$ cat config.mk
export PLATFORM = sky130hd
export DESIGN_NAME = timer_ctrl_flat
export DESIGN_NICKNAME = d
export VERILOG_FILES = /design/src/rtl/timer_pkg.sv /design/src/rtl/timer_ctrl_if.sv /design/src/rtl/cnt_updn.sv /design/src/rtl/timer_ctrl.sv /design/src/flat_wrapper.sv
export SDC_FILE = /design/constraint.sdc
export NUM_CORES = 1
export LEC_CHECK = 0
export BUFFER_PORTS_ARGS = -buffer_cell sky130_fd_sc_hd__buf_4
export CELL_PAD_IN_SITES_DETAIL_PLACEMENT = 1
export CELL_PAD_IN_SITES_GLOBAL_PLACEMENT = 1
export CORE_MARGIN = 10
export CORE_UTILIZATION = 47
export CTS_CLUSTER_DIAMETER = 200
export DETAILED_ROUTE_END_ITERATION = 6
export GPL_TIMING_DRIVEN = 1
export PLACE_DENSITY_LB_ADDON = 0.12
export SYNTH_ARGS = -nofsm -noshare
export SYNTH_HDL_FRONTEND = slang
export SYNTH_SLANG_ARGS = --single-unit
export TNS_END_PERCENT = 30
$ cat constraint.sdc
create_clock -name clk -period 5.6 [get_ports clk]
set_input_delay 1.4 -clock clk [delete_from_list [all_inputs] [get_ports clk]]
set_output_delay 1.4 -clock clk [all_outputs]
set_load 0.02 [all_outputs]
$ cat src/rtl/timer_pkg.sv
// Shared types and constants for the interval timer.
// Build option: TIMER_RESTART_EN lets start re-arm a busy timer.
package timer_pkg;

  typedef enum logic [1:0] {
    IDLE = 2'd0,
    LOAD = 2'd1,
    RUN  = 2'd2
  } state_e;

  localparam int unsigned WIDTH_DEF     = 10;
  localparam int unsigned PRESC_DIV_DEF = 5;

  localparam logic UP   = 1'b0;
  localparam logic DOWN = 1'b1;

  localparam logic ONESHOT  = 1'b0;
  localparam logic PERIODIC = 1'b1;

endpackage

$ cat src/rtl/timer_ctrl_if.sv
// Control/status bundle between register logic and the timer.
// The register side is the master, the timer is the slave.
interface timer_ctrl_if #(
  parameter int WIDTH = 10
);
  logic             start;
  logic             stop;
  logic             mode;
  logic             updn;
  logic [WIDTH-1:0] period;
  logic             irq_clr;
  logic             busy;
  logic [WIDTH-1:0] cnt;
  logic             done;
  logic             irq;

  modport master (
    output start, stop, mode, updn,
    output period, irq_clr,
    input  busy, cnt, done, irq
  );

  modport slave (
    input  start, stop, mode, updn,
    input  period, irq_clr,
    output busy, cnt, done, irq
  );
endinterface

$ cat src/rtl/cnt_updn.sv
// Loadable up/down binary counter; load has priority over enable.
module cnt_updn
  import timer_pkg::*;
#(
  parameter int WIDTH = WIDTH_DEF
) (
  input  logic             clk,
  input  logic             rst_n,
  input  logic             load_i,
  input  logic             en_i,
  input  logic             updn_i,
  input  logic [WIDTH-1:0] data_in_i,
  output logic [WIDTH-1:0] cnt_o
);

  localparam logic [WIDTH-1:0] ONE = 1;

  logic [WIDTH-1:0] cnt_q;
  logic [WIDTH-1:0] cnt_d;

  always_comb begin
    cnt_d = cnt_q;
    if (load_i) begin
      cnt_d = data_in_i;
    end else if (en_i) begin
      cnt_d = (updn_i == DOWN) ? cnt_q - ONE
                               : cnt_q + ONE;
    end
  end

  always_ff @(posedge clk or negedge rst_n) begin
    if (!rst_n) cnt_q <= '0;
    else        cnt_q <= cnt_d;
  end

  assign cnt_o = cnt_q;

endmodule

$ cat src/rtl/timer_ctrl.sv
// Interval timer sequencer: FSM, prescaler, terminal detect, irq.
// Build option: TIMER_RESTART_EN allows restart while busy.
module timer_ctrl
  import timer_pkg::*;
#(
  parameter int WIDTH     = WIDTH_DEF,
  parameter int PRESC_DIV = PRESC_DIV_DEF
) (
  input  logic       clk,
  input  logic       rst_n,
  timer_ctrl_if.slave bus
);

  localparam int PW =
    (PRESC_DIV > 1) ? $clog2(PRESC_DIV) : 1;
  localparam logic [PW-1:0] PLAST = PW'(PRESC_DIV - 1);
  localparam logic [PW-1:0] PONE  = PW'(1);

  state_e           state_q, state_d;
  logic [PW-1:0]    presc_q, presc_d;
  logic [WIDTH-1:0] per_q, per_d;
  logic             mode_q, mode_d;
  logic             updn_q, updn_d;
  logic             irq_q, irq_d;

  logic             start_acc;
  logic             restart;
  logic             tick;
  logic             term;
  logic             busy;
  logic             ld;
  logic             en;
  logic             done;
  logic             latch;
  logic [WIDTH-1:0] cnt;
  logic [WIDTH-1:0] start_val;

  assign start_acc = bus.start & ~bus.stop;

`ifdef TIMER_RESTART_EN
  assign restart = start_acc & (state_q != IDLE);
`else
  assign restart = 1'b0;
`endif

  assign tick = (state_q == RUN) && (presc_q == PLAST);
  assign start_val = (updn_q == DOWN) ? per_q : '0;
  assign term = (updn_q == DOWN) ? (cnt == '0)
                                 : (cnt == per_q);

  always_ff @(posedge clk or negedge rst_n) begin
    if (!rst_n) begin
      state_q <= IDLE;
      presc_q <= '0;
      per_q   <= '0;
      mode_q  <= 1'b0;
      updn_q  <= 1'b0;
      irq_q   <= 1'b0;
    end else begin
      state_q <= state_d;
      presc_q <= presc_d;
      per_q   <= per_d;
      mode_q  <= mode_d;
      updn_q  <= updn_d;
      irq_q   <= irq_d;
    end
  end

  always_comb begin
    state_d = state_q;
    unique case (state_q)
      IDLE: if (start_acc) state_d = LOAD;
      LOAD: begin
        if (bus.stop)     state_d = IDLE;
        else if (restart) state_d = LOAD;
        else              state_d = RUN;
      end
      RUN: begin
        if (bus.stop)     state_d = IDLE;
        else if (restart) state_d = LOAD;
        else if (tick && term && mode_q == ONESHOT)
          state_d = IDLE;
      end
      default: state_d = IDLE;
    endcase
  end

  always_comb begin
    busy  = (state_q != IDLE);
    latch = start_acc && ((state_q == IDLE) || restart);
    ld    = 1'b0;
    en    = 1'b0;
    done  = 1'b0;
    unique case (state_q)
      LOAD: ld = !bus.stop && !restart;
      RUN: begin
        // stop and restart both outrank the tick
        if (tick && !bus.stop && !restart) begin
          if (term) begin
            done = 1'b1;
            ld   = (mode_q == PERIODIC);
          end else begin
            en = 1'b1;
          end
        end
      end
      default: ;
    endcase
  end

  always_comb begin
    presc_d = '0;
    if (state_q == RUN)
      presc_d = tick ? '0 : presc_q + PONE;
    per_d  = latch ? bus.period : per_q;
    mode_d = latch ? bus.mode   : mode_q;
    updn_d = latch ? bus.updn   : updn_q;
    irq_d  = done ? 1'b1 : (bus.irq_clr ? 1'b0 : irq_q);
  end

  cnt_updn #(
    .WIDTH(WIDTH)
  ) u_cnt (
    .clk      (clk),
    .rst_n    (rst_n),
    .load_i   (ld),
    .en_i     (en),
    .updn_i   (updn_q),
    .data_in_i(start_val),
    .cnt_o    (cnt)
  );

  assign bus.busy = busy;
  assign bus.cnt  = cnt;
  assign bus.done = done;
  assign bus.irq  = irq_q;

endmodule

$ cat src/flat_wrapper.sv
// flat-port wrapper written by rule: the top's interface ports become plain ports
module timer_ctrl_flat import timer_pkg::*;
#(
  parameter int WIDTH     = WIDTH_DEF,
  parameter int PRESC_DIV = PRESC_DIV_DEF
)
  (clk, rst_n, bus_start, bus_stop, bus_mode, bus_updn, bus_period, bus_irq_clr, bus_busy, bus_cnt, bus_done, bus_irq);
  timer_ctrl_if #(.WIDTH(WIDTH)) bus_i ();
  input  logic clk;
  input  logic rst_n;
  input wire logic [$bits(bus_i.start)-1:0] bus_start;
  input wire logic [$bits(bus_i.stop)-1:0] bus_stop;
  input wire logic [$bits(bus_i.mode)-1:0] bus_mode;
  input wire logic [$bits(bus_i.updn)-1:0] bus_updn;
  input wire logic [$bits(bus_i.period)-1:0] bus_period;
  input wire logic [$bits(bus_i.irq_clr)-1:0] bus_irq_clr;
  output wire logic [$bits(bus_i.busy)-1:0] bus_busy;
  output wire logic [$bits(bus_i.cnt)-1:0] bus_cnt;
  output wire logic [$bits(bus_i.done)-1:0] bus_done;
  output wire logic [$bits(bus_i.irq)-1:0] bus_irq;
  assign bus_i.start = bus_start;
  assign bus_i.stop = bus_stop;
  assign bus_i.mode = bus_mode;
  assign bus_i.updn = bus_updn;
  assign bus_i.period = bus_period;
  assign bus_i.irq_clr = bus_irq_clr;
  assign bus_busy = bus_i.busy;
  assign bus_cnt = bus_i.cnt;
  assign bus_done = bus_i.done;
  assign bus_irq = bus_i.irq;
  timer_ctrl #(.WIDTH(WIDTH), .PRESC_DIV(PRESC_DIV)) u_core (.clk(clk), .rst_n(rst_n), .bus(bus_i));
endmodule
### After elaboration in Yosys (flattened, before gate mapping)

Index checks and enable logic that the tools add are counted.

| cells by class | value |
|---|---|
| mux-type cells | 23 |
| $add $sub $neg | 3 |
| reduce and logical (&&, ||, !) cells | 12 |
| equality and inequality tests | 6 |
| bitwise operators | 3 |

Operator list:

| operator | count |
|---|---|
| 10-bit 2-to-1 mux | 4 |
| 1-bit 2-to-1 mux | 11 |
| 10-bit by 1-bit adder with 10-bit output (second input constant) | 1 |
| 10-bit equality test | 1 |
| 10-bit logical NOT | 1 |
| 10-bit by 1-bit subtractor with 10-bit output (second input constant) | 1 |
| 2-bit 2-to-1 mux | 4 |
| 3-bit 2-to-1 mux | 2 |
| 2-bit one-hot mux with 3 select lines | 1 |
| 2-bit nonzero test | 3 |
| 1-bit logical AND | 5 |
| 3-bit by 1-bit adder with 3-bit output (second input constant) | 1 |
| 3-bit equality test (second input constant) | 1 |
| 3-bit inequality test (second input constant) | 1 |
| 2-bit by 1-bit equality test with 1-bit output (second input constant) | 1 |
| 2-bit equality test (second input constant) | 1 |
| 2-bit logical NOT | 1 |
| 2-bit by 1-bit inequality test with 1-bit output (second input constant) | 1 |
| 1-bit NOT | 2 |
| 1-bit one-hot mux with 2 select lines | 1 |
| 2-bit AND reduction | 1 |
| 1-bit AND | 1 |
| 1-bit logical NOT | 1 |

| storage, ports and cells | value |
|---|---|
| word-level logic and storage cells | 54 |
| flip-flop bits (word level) | 28 |

### Longest topological paths before layout

| depth | value |
|---|---|
| depth after elaboration | 7 |
| gate-level depth with buffers | 10 |
| depth with buffers taken out | 8 |

### By module

From an unflattened synthesis, not the netlist that was laid out.

| unflattened totals | value |
|---|---|
| cells, all modules | 197 |
| area total of the unflattened synthesis | 1945.6 um^2 |

Modules (own cells, without submodules):

| module | sequential area each (um^2) | cells an instance | instances | area each (um^2) |
|---|---|---|---|---|
| timer_ctrl | 450.4 | 101 | 1 | 1073.5 |
| cnt_updn | 250.2 | 96 | 1 | 872.1 |

### Worst setup path after synthesis

Ideal clock, no wire load.

| timing | value |
|---|---|
| path kind | input -> output |
| start point | in bus_stop |
| end point | out bus_done |
| stages on the path | 2 |
| arrival | 1.977 ns |
| setup slack | 2.223 ns |
| data required time | 4.200 ns |
| cells stage by stage | nand4b_1 -> nor2_1 |

| between the ends | value |
|---|---|
| longest elaborated chain between the ends | 4 |

Ends and longest elaborated chain:

| element | RTL line | text |
|---|---|---|
| start: declaration | flat_wrapper.sv:12 | `input wire logic [$bits(bus_i.stop)-1:0] bus_stop;` |
| 1-bit logical NOT | timer_ctrl.sv:98 | `if (tick && !bus.stop && !restart) begin` |
| 1-bit logical AND | timer_ctrl.sv:98 |  |
| 1-bit 2-to-1 mux | timer_ctrl.sv:98 |  |
| 1-bit 2-to-1 mux | timer_ctrl.sv:94 | `unique case (state_q)` |
| end: declaration | flat_wrapper.sv:19 | `output wire logic [$bits(bus_i.done)-1:0] bus_done;` |

Every way passes these cells.

### Worst setup path after layout

Ends and elaborated chain as after synthesis.

==> summary.md <==
| Metric | Value |
|---|---|
| Outcome | finished with violations |
| Minimum clock period | 3.534 ns |
| Post-CTS Setup Repair Bufs | 0 |
| RSZ-0062 raised after global routing | false |
| Die height | 83.34 um |
| IO Pins | 30 |
| Complex-gate fraction of the synthesized area | 13.80% |
| Post-Synth Adder-Cell Area | 9.688% |
| Cell variety after synth | 48 |
| Hold Path Class | reg2reg |
| Final worst setup slack | 2.066 ns |
| Slew Viols, Final | 0 |
| TNS Setup | 0 ns |
| Placer Congestion | 0.7925 |
| Number of nets in the layout | 250 |
| Failing checks | design-rule violations |
| Worst Path Buf+Inv | 2 |
| Dpl cell area | 0.002132 mm^2 |
| Mux share of post-synthesis cell area | 10.95% |
| Largest net degree at the start of global routing | 29 |
| Startpoint types | primary input |
| Post-Synth XOR/XNOR Area | 8.361% |
| Worst stage delay on the critical path | 0.29 ns |
| Clk Latency, worst-skew pair | 0.28 ns |
| CP required | 4.20 ns |
| ANT nets after route | 0 |
| Critical path capture point type | primary output |
| Most frequent CP cell | buf_4 |
| Power per cell area | 600.2 mW/mm^2 |
| Top delay family on crit path | simple AND/OR/NAND/NOR gates |
| Cells along the critical path | buf_4 -> nand4b_1 -> nor2_1 -> buf_4 |
| Final Instance Area | 0.002187 mm^2 |
| H-tree depth | 1 |
| Clock buffer count from CTS | 3 |
| Reg clk slew, reported paths | 0.09 ns |
| YS warnings | 0 |
| Vias in the first global route | 1745 |
| Drt wl/cell | 19.18 um |
| Post-Syn Area per Cell | 9.924 um^2 |
| MaxCap Viol Count | 0 |
| Worst Tran Pin Value | 0.8736 ns |
| Simple-gate share of the synthesized area | 15.39% |
| Area Growth Syn to Fin | 15.99% |
| Clk buf depth | 2 |
| Count of input and output buffers | 29 |
| # clock sinks | 28 |
| Post-synthesis sequential area ratio | 37.16% |
| Main combinational cell family by area after synthesis | simple AND/OR/NAND/NOR gates |
| Async SR Flop Fraction | 100.0% |
| Slew HR | 41.76% |
| First-pass GRT wire length | 8942 um |
| Remaining DRCs | 2 |
| Pre-CTS WS | 2.052 ns |
| Gr usage total | 14.87% |
| Drt first pass iters | 7 |
| Post-synthesis cell area | 0.001886 mm^2 |
| Crit path max-delay cell type | nand4b_1 |
| Worst endpoint data arrival time | 2.13 ns |
| Gate Count Post-Synth | 190 |
| Total Wirelength | 5103 um |
| EDFF count, synth | 0 |
| Initial DRC Count | 69 |
| Clk Tree Root Cell | clkbuf_8 |
| #FFs+latches synth | 28 |
| DR vias/cell | 5.936 |
| Detailed placement HPWL | 3888 um |
| Highest fanout seen on the critical path | 6 |
| Top_reg_cell synth | dfrtp_1 |
| Leakage power | 0.001022 uW |
| Worst hold slack | 0.5386 ns |
| Die W | 83.34 um |
| Num rows | 22 |
| Max VDD drop | 0.2540 mV |
| Syn nets | 221 |
| Core area | 0.003771 mm^2 |
| Final setup fails | 0 |
| TritonCTS clock tree | yes |
| Final Hold Vio Count | 0 |
| # hold bufs at CTS | 0 |
| Initial antenna violation count | 0 |
| Clock skew | 0.004649 ns |
| Initial Util | 50.00% |
| Total number of vias | 1579 |
| # diodes | 0 |
| DIE AREA | 0.006946 mm^2 |
| Post-cts sizing count | 0 |
| Max Fclk | 283.0 MHz |
| Fin crit share | 63.11% |
| Share of cells above drive strength 1 | 23.39% |
| WS Path Type | in2out |
| Global route overflow | 0 |
-- per-layer routing --
| metal | GRT usage, % | vias to the layer above | wire length (um) |
|---|---|---|---|
| met4 | 2.308 | 0 | 24 |
| met2 | 25.21 | 35 | 2551 |
| met5 | 0 | - | 0 |
| met1 | 18.76 | 796 | 2281 |
| met3 | 3.613 | 4 | 245 |
| li1 | - | 744 | - |
-- worst paths after layout --
| kind | slack, ns | start | endpoint | cells past startpoint |
|---|---|---|---|---|
| min in group asynchronous | 1.02 | rst_n | u_core.per_q[0] | 1 |
| max reg2reg | 2.53 | u_core.updn_q | u_core.u_cnt.cnt_o[9] | 7 |
| max | 2.07 | bus_stop | bus_done | 4 |
| max in group asynchronous | 4.30 | rst_n | u_core.u_cnt.cnt_o[8] | 1 |
| min | 0.54 | u_core.bus.irq | u_core.bus.irq | 2 |
| min reg2reg | 0.54 | u_core.bus.irq | u_core.bus.irq | 2 |
-- worst min-delay path, delay by kind of cell (launching register included) --
family	cells	cell delay (ns)
AOI/OAI and AO/OA	1	0.06
buffers and inverters	1	0.05
DFF	1	0.39
-- cell usage in the layout, fill, tap and decap left out, types with 2 or more instances in the layout --
master / Yosys / layout
a21oi_1: 8 / 8
a22oi_1: 2 / 2
a31oi_1: 4 / 4
and3_1: 3 / 3
buf_4: 0 / 30
clkbuf_8: 0 / 4
dfrtp_1: 28 / 28
ha_1: 13 / 13
inv_1: 13 / 13
mux2_2: 13 / 13
mux2i_1: 6 / 6
nand2_1: 7 / 7
nand2b_1: 2 / 2
nand3_1: 10 / 10
nor2_1: 6 / 6
nor2b_1: 3 / 3
nor3_1: 6 / 6
nor4_1: 3 / 3
nor4_2: 2 / 2
o21ai_0: 13 / 13
xnor2_1: 6 / 6
xor2_1: 12 / 12
-- cell type report --
type | instances | area (um^2)
Timing Repair Buffer | 30 | 225.2
Multi-Input combinational cell | 143 | 1097
Clock buffer | 4 | 55.05
Fill cell | 425 | 1584
Tap cell | 48 | 60.06
Inverter | 13 | 48.80
Sequential cell | 28 | 700.7
-- registers in the layout (all words and copies together), names as in the netlist --
name                count
u_core.per_q           10
u_core.state_q          2
u_core.presc_q          3
u_core.mode_q           1
u_core.bus.irq          1
u_core.u_cnt.cnt_o     10
u_core.updn_q           1
-- synthesized netlist by cell type, types with 3 or more instances --
cell / instances / area, um^2
mux2i_1: 6 / 60.06
nor2b_1: 3 / 18.77
nor4_1: 3 / 18.77
nor3_1: 6 / 30.03
o21ai_0: 13 / 65.06
xor2_1: 12 / 105.1
nor2_1: 6 / 22.52
xnor2_1: 6 / 52.55
inv_1: 13 / 48.80
mux2_2: 13 / 146.4
a31oi_1: 4 / 25.02
nand2_1: 7 / 26.28
nand3_1: 10 / 50.05
a21oi_1: 8 / 40.04
ha_1: 13 / 162.7
and3_1: 3 / 18.77
dfrtp_1: 28 / 700.7
-- cell families after synthesis --
family                     count (synthesis)
DFF                                       28
buffers and inverters                     19
adders and majority gates                 14
muxes                                     19
AOI/OAI and AO/OA                         41
xor gates and xnor gates                  18
and+or+nand+nor                           51
-- per-stage QoR --
step           cells  power, uW  utilization [%]
2_1_floorplan    190      933.5                -
3_3_place_gp     262       1116            56.54
3_5_place_dp     262       1173            56.54
4_1_cts          266       1313            58.00
5_1_grt          266       1430            58.00
6_report         266       1313            58.00
-- report_power, final --
group / leakage (uW) / switching (uW) / internal, uW
clock: 0.0000288 / 64.2 / 63.0
sequential: 0.000348 / 144 / 286
combinational: 0.000646 / 417 / 339
total: 0.00102 / 625 / 688
(Power assumes the default switching activity.)
